===== config.mk =====
export PLATFORM = sky130hd
export DESIGN_NAME = period_meter
export DESIGN_NICKNAME = d
export VERILOG_FILES = /design/src/rtl/period_meter_pkg.sv /design/src/rtl/sync_edge.sv /design/src/rtl/period_meter.sv
export SDC_FILE = /design/constraint.sdc
export NUM_CORES = 1
export LEC_CHECK = 0
export ABC_CLOCK_PERIOD_IN_PS = 5200
export BUFFER_PORTS_ARGS = -buffer_cell sky130_fd_sc_hd__buf_2
export CAP_MARGIN = 20
export CORE_MARGIN = 8
export CORE_UTILIZATION = 55
export DETAILED_ROUTE_END_ITERATION = 16
export PLACE_DENSITY = 0.76
export SYNTH_ARGS = -nofsm -noshare
export SYNTH_HDL_FRONTEND = slang
export SYNTH_SLANG_ARGS = --single-unit
export TNS_END_PERCENT = 5

===== constraint.sdc =====
create_clock -name clk -period 5.2 [get_ports clk]
set_clock_uncertainty 0.15 [all_clocks]
set_input_delay 1.04 -clock clk [delete_from_list [all_inputs] [get_ports clk]]
set_output_delay 1.04 -clock clk [all_outputs]
set_load 0.05 [all_outputs]

===== src/rtl/period_meter_pkg.sv =====
// Shared definitions for the period meter: state encodings and the width helper
// that is also used when sizing the team's clock dividers.
package period_meter_pkg;

  localparam logic [1:0] EncIdle    = 2'd0;
  localparam logic [1:0] EncArm     = 2'd1;
  localparam logic [1:0] EncMeasure = 2'd2;
  localparam logic [1:0] EncHold    = 2'd3;

  typedef enum logic [1:0] {
    StIdle    = EncIdle,
    StArm     = EncArm,
    StMeasure = EncMeasure,
    StHold    = EncHold
  } pm_state_e;

  // Smallest width w such that 2**w >= value.
  function automatic int unsigned ceillog2(input longint unsigned value);
    int unsigned      width;
    longint unsigned  span;
    width = 0;
    span  = 1;
    while (span < value) begin
      span  = span << 1;
      width = width + 1;
    end
    return width;
  endfunction

endpackage


===== src/rtl/sync_edge.sv =====
// Two-flop synchronizer for an asynchronous level, plus single-cycle rise/fall
// pulses derived from the synchronized value.
module sync_edge (
  input  logic clk,
  input  logic rst,
  input  logic d_async,
  output logic level,
  output logic rise,
  output logic fall
);

  logic meta_q, sync_q, prev_q;

  always_ff @(posedge clk or negedge rst) begin
    if (!rst) begin
      meta_q <= 1'b0;
      sync_q <= 1'b0;
      prev_q <= 1'b0;
    end else begin
      meta_q <= d_async;
      sync_q <= meta_q;
      prev_q <= sync_q;
    end
  end

  assign level = sync_q;
  assign rise  = sync_q & ~prev_q;
  assign fall  = ~sync_q & prev_q;

endmodule


===== src/rtl/period_meter.sv =====
// Measures period and high time of a slow input in system clock cycles,
// reporting each rise-to-rise interval through a valid/ready handshake.
module period_meter
  import period_meter_pkg::*;
#(
  parameter int unsigned MAX_COUNT = 50000000,
  localparam int unsigned CNT_W = ceillog2(MAX_COUNT + 1)
) (
  input  logic             clk,
  input  logic             rst,
  input  logic             enable,
  input  logic             sig_in,
  input  logic             ready,
  output logic             valid,
  output logic [CNT_W-1:0] period,
  output logic [CNT_W-1:0] high_time,
  output logic             timeout
);

  localparam logic [CNT_W-1:0] CntMax = CNT_W'(MAX_COUNT);
  localparam logic [CNT_W-1:0] CntOne = CNT_W'(1);

  logic sig_rise, sig_fall, sig_level_unused;

  sync_edge u_sync_edge (
    .clk     (clk),
    .rst     (rst),
    .d_async (sig_in),
    .level   (sig_level_unused),
    .rise    (sig_rise),
    .fall    (sig_fall)
  );

  pm_state_e        state_q, state_d;
  logic [CNT_W-1:0] cnt_q, cnt_d;
  logic [CNT_W-1:0] h_lat_q, h_lat_d;
  logic [CNT_W-1:0] period_q, period_d;
  logic [CNT_W-1:0] high_time_q, high_time_d;
  logic             valid_q, valid_d;
  logic             timeout_q, timeout_d;

  always_comb begin
    state_d     = state_q;
    cnt_d       = cnt_q;
    h_lat_d     = h_lat_q;
    period_d    = period_q;
    high_time_d = high_time_q;
    valid_d     = valid_q;
    timeout_d   = 1'b0;
    // Disable wins over everything; the last result stays on the outputs.
    if (!enable) begin
      state_d = StIdle;
      valid_d = 1'b0;
    end else begin
      unique case (state_q)
        StIdle: state_d = StArm;
        StArm: begin
          if (sig_rise) begin
            cnt_d   = CntOne;
            h_lat_d = '0;
            state_d = StMeasure;
          end
        end
        StMeasure: begin
          // A rise on the last allowed count is still a valid result.
          if (sig_rise) begin
            period_d    = cnt_q;
            high_time_d = h_lat_q;
            valid_d     = 1'b1;
            cnt_d       = CntOne;
            state_d     = StHold;
          end else if (cnt_q == CntMax) begin
            timeout_d = 1'b1;
            state_d   = StArm;
          end else begin
            cnt_d = cnt_q + CntOne;
            if (sig_fall) begin
              h_lat_d = cnt_q;
            end
          end
        end
        StHold: begin
          if (ready) begin
            valid_d = 1'b0;
            state_d = StArm;
          end
        end
        default: state_d = StIdle;
      endcase
    end
  end

  always_ff @(posedge clk or negedge rst) begin
    if (!rst) begin
      state_q     <= StIdle;
      cnt_q       <= '0;
      h_lat_q     <= '0;
      period_q    <= '0;
      high_time_q <= '0;
      valid_q     <= 1'b0;
      timeout_q   <= 1'b0;
    end else begin
      state_q     <= state_d;
      cnt_q       <= cnt_d;
      h_lat_q     <= h_lat_d;
      period_q    <= period_d;
      high_time_q <= high_time_d;
      valid_q     <= valid_d;
      timeout_q   <= timeout_d;
    end
  end

  assign valid     = valid_q;
  assign period    = period_q;
  assign high_time = high_time_q;
  assign timeout   = timeout_q;

endmodule


# --- Word-level counts from Yosys, hierarchy flattened ---
# Index checks and enable logic that the tools add are counted.
op_classes:
  add_sub_neg: 1
  reduce_logical: 7
  eq_ne: 14
  bitwise: 4
  n_mux: 23
op_table:
  columns: ["op", "n"]
  rows:
  - ["26-bit 2-to-1 mux", 7]
  - ["26-bit case mux with 2 select lines", 2]
  - ["26-bit by 1-bit adder with 26-bit output (second input constant)", 1]
  - ["26-bit == test (second input constant)", 1]
  - ["3-bit != test (second input constant)", 4]
  - ["2-bit 2-to-1 mux", 5]
  - ["3-bit AND reduction", 3]
  - ["2-bit != test (second input constant)", 4]
  - ["2-bit case mux with 4 select lines", 1]
  - ["1-bit 2-to-1 mux", 7]
  - ["6-bit AND reduction", 1]
  - ["2-bit == test (second input constant)", 2]
  - ["4-bit != test (second input constant)", 1]
  - ["4-bit AND reduction", 1]
  - ["3-bit by 1-bit != test with 1-bit output (second input constant)", 1]
  - ["1-bit AND", 2]
  - ["2-bit by 1-bit == test with 1-bit output (second input constant)", 1]
  - ["2-bit zero test", 1]
  - ["1-bit NOT", 2]
  - ["1-bit case mux with 2 select lines", 1]
  - ["2-bit nonzero test", 1]
word_totals:
  output_inout_bits: 54
  wordCells: 59
  ff_bits: 111
  input_bits: 5

# --- Depth between registers and ports, before layout ---
# Gate-level depths: netlist of the first run.
logic_depth:
  word_depth: 6
  depth_mapped: 9
  depth_no_buf: 7

# --- Hierarchy ---
# From an unflattened synthesis of the first run, not the netlist that was laid out.
hier_totals:
  hier_cells: 418
  hier_area_um2: 4878.4
modules_own_cells:
  columns: ["mod", "instances", "seq_area_each_um2", "area_per_inst_um2", "cells_per_inst"]
  rows:
  - ["period_meter", 1, 2702.6, 4788.3, 413]
  - ["sync_edge", 1, 75.1, 90.1, 5]

# --- Least setup slack after synthesis of the first run ---
# No wires, ideal clock.
synth_path:
  kind: "input-to-reg"
  start: "input enable"
  end: "register high_time_q[24], in the netlist high_time[24]"
  path_slack_ps: 2750
  setup_ps: 125
  path_stages: 4
  required_ps: 4925
  path_buffers: 2
  arrival_ps: 2175
  path_cell_list: "nand3_1 > clkbuf_1 > buf_1 > mux2_2"
synth_between:
  elab_chain_cells: 1
synth_lines:
  columns: ["item", "line_no", "rtl"]
  rows:
  - ["start, declared", "period_meter.sv:11", "input logic enable,"]
  - ["3-bit AND reduction (no line)", null, null]
  - ["end signal, assigned", "period_meter.sv:107", "high_time_q <= high_time_d;"]
  - ["end, declared", "period_meter.sv:38", "logic [CNT_W-1:0] high_time_q, high_time_d;"]
# No other way between the ends.
# A chain may end at the register's enable or synchronous reset.

# --- Worst setup path in the final report of the first run ---
layout_path:
  start: "register state_q[0]"
  end: "register cnt_q[8]"
layout_between:
  elab_chain_cells: 3
  word_cells_on_any_way: 7
  cone_classes: "eq/ne: 4; mux: 1; reduce/logical: 2"
layout_lines:
  columns: ["item", "line_no", "rtl"]
  rows:
  - ["start, declared", "period_meter.sv:34", "pm_state_e state_q, state_d;"]
  - ["start signal, assigned", "period_meter.sv:95", "state_q <= StIdle;"]
  - ["start signal, assigned", "period_meter.sv:103", "state_q <= state_d;"]
  - ["2-bit == test or 2-bit by 1-bit == test with 1-bit output (tied branches)", "period_meter.sv:55", "unique case (state_q)"]
  - ["3-bit != test (no line), or another cell as far along", null, null]
  - ["4-bit AND reduction (no line)", null, null]
  - ["end signal, assigned", "period_meter.sv:104", "cnt_q <= cnt_d;"]
  - ["end, declared", "period_meter.sv:35", "logic [CNT_W-1:0] cnt_q, cnt_d;"]
# Several ways; a longest one is shown, not always the timed one.

==> results of run 1 <==
-- final timing paths --
| path | endpoint | cells past startpoint | slack (ps) | startpoint |
|---|---|---|---|---|
| min reg2reg | u_sync_edge.level | 0 | 230 | u_sync_edge.meta_q |
| min in group asynchronous | period[2] | 1 | 440 | rst |
| max in group asynchronous | cnt_q[11] | 2 | 3720 | rst |
| max | cnt_q[8] | 8 | 2530 | state_q[0] |
| max reg2reg | cnt_q[8] | 8 | 2530 | state_q[0] |
| min | u_sync_edge.level | 0 | 230 | u_sync_edge.meta_q |
-- stage by stage --
step / hold WS (ps) / power, mW / instances / area, µm² / utilization
after CTS: 236 / 1.73 / 561 / 5360 / 0.621
after floorplan: 181 / 1.12 / 402 / 4850 / -
after detailed placement: 212 / 1.18 / 545 / 5150 / 0.596
final: 228 / 1.71 / 562 / 5390 / 0.624
after global routing: 253 / 1.79 / 562 / 5390 / 0.624
after global placement: 182 / 1.18 / 545 / 5150 / 0.596
-- sequential cells by signal (all words and copies together) (netlist names) --
signal and flops:
cnt_q 26, h_lat_q 26, high_time 26, period 26
state_q 2, timeout 1, u_sync_edge.level 1, u_sync_edge.meta_q 1
u_sync_edge.prev_q 1, valid 1
-- area by class of cell --
type | instances | share of cell area
Clock buffer | 9 | 0.0230
Clock inverter | 7 | 0.0163
Inverter | 9 | 0.00627
Multi-Input combinational cell | 256 | 0.350
Sequential cell | 111 | 0.516
Tap cell | 108 | 0.0251
Timing Repair Buffer | 62 | 0.0636
-- kinds of logic after synthesis --
family / share of synthesized area
buffers and inverters: 0.0387
AOI/OAI and AO/OA: 0.131
xor gates and xnor gates: 0.00362
adders and majority gates: 0.0129
DFF: 0.573
muxes: 0.116
and+or+nand+nor: 0.124
-- layer usage --
metal  global-route usage  wire [µm]
met5                    0          0
met4               0.0627        204
met3               0.0487        676
met2                0.267       4770
met1                0.251       4690
-- power by group through the flow --
stage | Combinational (mW) | Clock [mW] | Sequential [mW]
floorplan | 0.146 | 0 | 0.969
global placement | 0.229 | 0 | 0.947
detailed placement | 0.233 | 0 | 0.948
CTS | 0.234 | 0.562 | 0.932
global route | 0.259 | 0.595 | 0.939
finish | 0.235 | 0.548 | 0.932
-- worst reg2reg max path, cell delays in order, from the launching register on --
cell and delay, ps:
dfrtp_1 420, inv_1 80, ha_1 330, nand2b_1 160
a21oi_2 320, o31ai_2 240, buf_4 230, or4_1 500
a21oi_1 160
-- cells in the mapped netlist, drive strengths merged --
cell	n
nand3	12
xor2	2
a21o	1
o31a	1
nor3	4
o21ai	25
inv	9
ha	5
or3	10
o221ai	1
a22o	26
buf	19
or2	2
nor2b	2
nor4b	3
clkbuf	7
nor4	3
mux2	49
o311a	1
nand3b	3
dfrtp	111
nor3b	1
nand4	11
a211oi	1
mux2i	1
o31ai	9
nand2	27
nand4b	1
and4	1
a31oi	2
and2	1
nor2	12
a22oi	1
nand2b	3
a21oi	23
or4	5
o211ai	1
and3	6
==> summary.txt, run 1 <==
STA
  – Worst-margin pin slew: 1010 ps
  – Setup TNS Final: 0 ps
  – Period utilisation layout: 0.514
  – Slew Viols, Final: 0
  – Hold Fails Final Rpt: 0
  – Worst Setup Slack, final: 2530 ps
  – Max Fclk: 0.374 GHz
  – Worst rel slew slack: 0.325
  – Min Tclk post-route: around 2700 ps
  – Endpoints failing setup: 0
  – RSZ-0062 raised after global routing: false

Floorplanning
  – I/O pin cnt: 59
  – Core area: 8640 µm²
  – Die outline area: between 10,000 and 15,000 µm²
  – Rows: 34
  – Die Height: 110 µm
  – Die Span X: 110 µm
  – Starting density of the core: 0.561

Routing
  – Avg WL per Cell: 18.4 µm
  – DR iter-0 viols: 278
  – Drt first pass iters: 5
  – Drt drc: 0
  – Via-per-instance ratio: 6.07
  – Post-Route WL: roughly 10 mm
  – Routed vias: 3,413
  – Remaining antenna violation count: 0

Hold path
  – Worst Hold Class: reg -> reg

Pwr
  – Peak VDD IR: 0.000215 V
  – Combinational share of power: 0.137
  – LEAKAGE: ~2.7 nW
  – PwrDens: 318 nW/µm²
  – Switching pwr: 0.523 mW
  – Sequential power share: 0.543
  – Clock share of power: 0.320
  – Switching share of power: 0.305
  – Internal: 1.19 mW

Logic synthesis
  – Register area share after synthesis: 0.573
  – Synth area leader: dfrtp_1
  – YS warnings: 0
  – Syn avg cell area: around 12 µm²
  – Synth area leaders: dfrtp_1 57%, mux2_2 11%, a22o_1 4.7%, o21ai_0 2.5%, a21oi_1 2.3%
  – Post-Syn Instances: 402
  – Synthesized cell area: 4850 µm²
  – #FFs+latches synth: between 100 and 150
  – Post-Syn Nets: 412
  – Distinct cells, synth: 47
  – Top-area cell type share of the netlist area: 0.573

Placed design
  – GP Congestion: 0.889
  – Pre-CTS WS: 2280 ps
  – Number of port buffers: 58
  – DP HPWL: 6.85 mm

Critical path
  – Critical path arrival: around 2800 ps
  – Max stage delay on crit path: ~500 ps
  – Crit Path Class: reg -> reg
  – Largest delay share family, worst path: compound AO/OA/AOI/OAI gates
  – Sum of buffers and inverters on the critical path: 2
  – Crit. End Element: flop
  – CP required: 5340 ps
  – Startpoint Class: flop
  – CP max stage cell: or4_1
  – Worst Path Max Fanout: 14
  – Worst-path cell chain: inv_1 -> ha_1 -> nand2b_1 -> a21oi_2 -> o31ai_2 -> buf_4 -> or4_1 -> a21oi_1

Finish
  – Register area: around 2800 µm²
  – Share of cells above drive strength 1: 0.302
  – Most frequent cells in the layout: 111 x dfrtp_1, 57 x buf_2, 49 x mux2_2
  – Commonest non-fill, non-tap cell in the layout: dfrtp_1
  – Fill cells: 692
  – Multi-input gate area: 1890 µm²
  – Layout Nets: 459
  – # diodes: 0
  – Area grow syn2layout: 11.2%

Clocking
  – Post-CTS sizing: 0
  – Total CTS buffers: 9
  – Setup Fix Bufs, Post-CTS: 0
  – Longest Clk Path Bufs: 2
  – CTS root buf: clkbuf_8
  – Clock sink count: 111
  – Clk_lat worst skew: 380 ps
  – Hold_buf cts: 0
  – Clk pin slew, worst setup/hold paths: approximately 110 ps
  – CTS H-Tree Depth: 3
  – CTS tree: built

GRT
  – First-pass GRT wire length: 17.1 mm
  – Antenna violations before repair: 0
  – Grt total ovfl: 0
  – All-layer global routing usage: 0.180
  – Vias in the first global route: 3,383
  – Pin count of the biggest net entering global routing: 86

Flow run
  – Max-Cap Viols: 0

Outcome
  – Outcome: complete, no violations
Power figures use the tool's default switching activity.
==> run 2: changes to the inputs <==
--- a/config.mk
+++ b/config.mk
@@ -5,11 +5,12 @@
 export SDC_FILE = /design/constraint.sdc
 export NUM_CORES = 1
 export LEC_CHECK = 0
-export ABC_CLOCK_PERIOD_IN_PS = 5200
+export ABC_AREA = 1
+export ABC_CLOCK_PERIOD_IN_PS = 2150
 export BUFFER_PORTS_ARGS = -buffer_cell sky130_fd_sc_hd__buf_2
 export CAP_MARGIN = 20
 export CORE_MARGIN = 8
-export CORE_UTILIZATION = 55
+export CORE_UTILIZATION = 53
 export DETAILED_ROUTE_END_ITERATION = 16
 export PLACE_DENSITY = 0.76
 export SYNTH_ARGS = -nofsm -noshare
==> constraint.sdc (replaced) <==
create_clock -name clk -period 2.15 [get_ports clk]
set_clock_uncertainty 0.15 [all_clocks]
set_input_delay 0.43 -clock clk [delete_from_list [all_inputs] [get_ports clk]]
set_output_delay 0.43 -clock clk [all_outputs]
set_load 0.05 [all_outputs]
==> summary.txt, run 2 <==
Finish
  – Post-layout util: 0.620
  – Final Instance Area: about 6300 µm²
  – Layout Nets: about 800
  – Most frequent cells in the layout: 268 x nand2_1, 110 x dfrtp_1, 60 x inv_1
  – Non-Filler Instances: 909
  – # diodes: 0
  – Area grow syn2layout: 15.7%
  – Share of cells above drive strength 1: 0.181
  – Commonest non-fill, non-tap cell in the layout: nand2_1

GRT
  – Vias in the first global route: 4,761
  – Antenna violations before repair: 0
  – Pin count of the biggest net entering global routing: 47
  – Grt total ovfl: 0
  – First-pass GRT wire length: 23.7 mm
  – All-layer global routing usage: 0.223

Logic synthesis
  – Synth area leaders: dfrtp_1 51%, nand2_1 19%, nand4_1 5.5%, inv_1 4.2%, o21ai_0 3.7%
  – XOR/XNOR Fraction of Synth Area: 0.00322
  – #FFs+latches synth: 111
  – Post-synthesis compound-gate area fraction: 0.0592
  – Number of enable flip-flop cells after synthesis: 0
  – Synth area leader: dfrtp_1
  – Largest family of logic cells by synthesized area: simple AND/OR/NAND/NOR gates
  – Top-count cell post-synth: nand2_1
  – Most used DFF post-synth: dfrtp_1
  – Adder-Cell Fraction of Synth Area: 0.0115
  – Synth Area in Simple Gates: 0.345
  – Syn avg cell area: 7.91 µm²
  – Register area share after synthesis: 0.511
  – Top-area cell type share of the netlist area: 0.511
  – Synthesized cell area: 5430 µm²
  – Mux cell area share after synthesis: 0
  – Post-Syn Instances: 687
  – Post-Syn Nets: 697
  – FFs w/ async S/R, synth: 1.00
  – Distinct cells, synth: 33
  – Commonest cells in the netlist: 268 x nand2_1, 111 x dfrtp_1, 61 x inv_1, 48 x nand4_1, 47 x nor2_1
  – YS warnings: 0

Placed design
  – Dpl cells: 886
  – Number of port buffers: 58
  – GP Congestion: around 0.90
  – DP HPWL: just over 10 mm
  – Area post-placement: 6020 µm²

Floorplanning
  – Die outline area: 13,700 µm²
  – Core area: 10,100 µm²
  – Rows: 37
  – Die Span X: between 100 and 150 µm
  – Die Height: 117 µm
  – I/O pin cnt: a little under 60
  – Starting density of the core: 0.536

Critical path
  – CP required: 2320 ps
  – Worst Path Max Fanout: 25
  – Startpoint Class: flop
  – Worst-path cell chain: inv_1 -> ha_1 -> inv_1 -> o21ai_1 -> nor2_2 -> buf_4 -> nand4_1 -> nand2_1
  – Critical path's most frequent cell: inv_1
  – Critical path arrival: 2190 ps
  – Sum of buffers and inverters on the critical path: 3
  – Max stage delay on crit path: roughly 420 ps
  – Crit. End Element: flop
  – Crit Path Class: reg -> reg
  – CP max stage cell: dfrtp_1
  – Largest delay share family, worst path: simple AND/OR/NAND/NOR gates

Hold path
  – Worst Hold Class: reg -> reg

Routing
  – Remaining antenna violation count: 0
  – Post-Route WL: ~14 mm
  – Avg WL per Cell: 15.5 µm
  – Via-per-instance ratio: 5.29
  – Drt drc: 0
  – Routed vias: around 4.8k
  – DR iter-0 viols: 472
  – Drt first pass iters: 5

STA
  – Max Fclk: 0.494 GHz
  – Endpoints failing setup: 0
  – Worst rel slew slack: 0.628
  – Hold Fails Final Rpt: 0
  – Period utilisation layout: 0.941
  – Worst-margin pin slew: 558 ps
  – Final hold slack: around 210 ps
  – Min Tclk post-route: 2020 ps
  – RSZ-0062 raised after global routing: true
  – Slew Viols, Final: 0

Clocking
  – Clock sink count: around 110
  – Clk_lat worst skew: 380 ps
  – CTS tree: built
  – Longest Clk Path Bufs: 2
  – CTS H-Tree Depth: 3
  – CTS root buf: clkbuf_8
  – Total CTS buffers: 9
  – Clk pin slew, worst setup/hold paths: 100 ps

Pwr
  – LEAKAGE: 3.37 nW
  – Total power: 4.29 mW
  – PwrDens: 682 nW/µm²
  – Peak VDD IR: 0.000434 V

Flow run
  – Max-Cap Viols: 0

Outcome
  – Outcome: complete, no violations
-- run 2: repair_timing --
item	4_1_cts	5_1_grt
pin swaps	1	1
gates cloned	1	1
hold endpoints to repair	33	0
buffers inserted	0	3
endpoints found under the setup margin	14	41
resized for setup	2	5
hold buffers	2	0
-- run 2: where the power goes --
part | switching [mW] | internal (mW) | total [mW]
logic | 0.637 | 0.204 | 0.841
registers | 0.0657 | 2.16 | 2.23
clock network | 0.746 | 0.472 | 1.22
-- run 2: cell families (layout without fill, tap and decap cells) --
family                     Yosys count  after routing
buffers and inverters               91            175
AOI/OAI and AO/OA                   55             56
DFF                                111            111
adders and majority gates            5              5
and+or+nand+nor                    423            424
xor gates and xnor gates             2              2
-- run 2: routing by layer --
layer | GRT usage | vias up | wire length (µm)
met2 | 0.348 | 155 | 6500
li1 | - | 2363 | -
met3 | 0.0313 | 28 | 838
met4 | 0.0973 | 0 | 375
met5 | 0 | - | 0
met1 | 0.302 | 2265 | 6400
-- run 2: path summary, 6_finish.rpt --
| kind | startpoint | endpoint | slack, ps | depth (start not counted) |
|---|---|---|---|---|
| worst min register to register | u_sync_edge.meta_q | u_sync_edge.level | 210 | 0 |
| worst min-delay path | u_sync_edge.meta_q | u_sync_edge.level | 210 | 0 |
| min in group asynchronous | rst | period[3] | 380 | 2 |
| max in group asynchronous | rst | period[13] | 880 | 3 |
| worst max-delay path | state_q[1] | h_lat_q[5] | 130 | 8 |
| worst max register to register | state_q[1] | h_lat_q[5] | 130 | 8 |
-- run 2: final cells by class --
class	instances	area, µm²
well taps	136	170
multi-input cells	487	2310
inverters	66	253
repair buffers	93	589
clock buffers	10	138
fillers	913	3850
clock inverters	6	52.6
flip-flops and latches	111	2780
-- run 2: per-stage QoR --
| step | setup TNS [ps] | setup WS (ps) |
|---|---|---|
| 2_1_floorplan | 0 | 239 |
| 3_3_place_gp | 0 | 31.4 |
| 3_5_place_dp | -94.7 | -54.5 |
| 4_1_cts | -4.83 | -4.83 |
| 5_1_grt | -10.6 | -10.6 |
| 6_report | 0 | 127 |
-- run 2: worst register-to-register path, delay by kind of cell, from the launching register on --
kind            cells  cell delay, ps
simple gates        3             520
compound gates      1             160
flops               1             420
fa+ha+maj           1             190
buf+inv             3             520
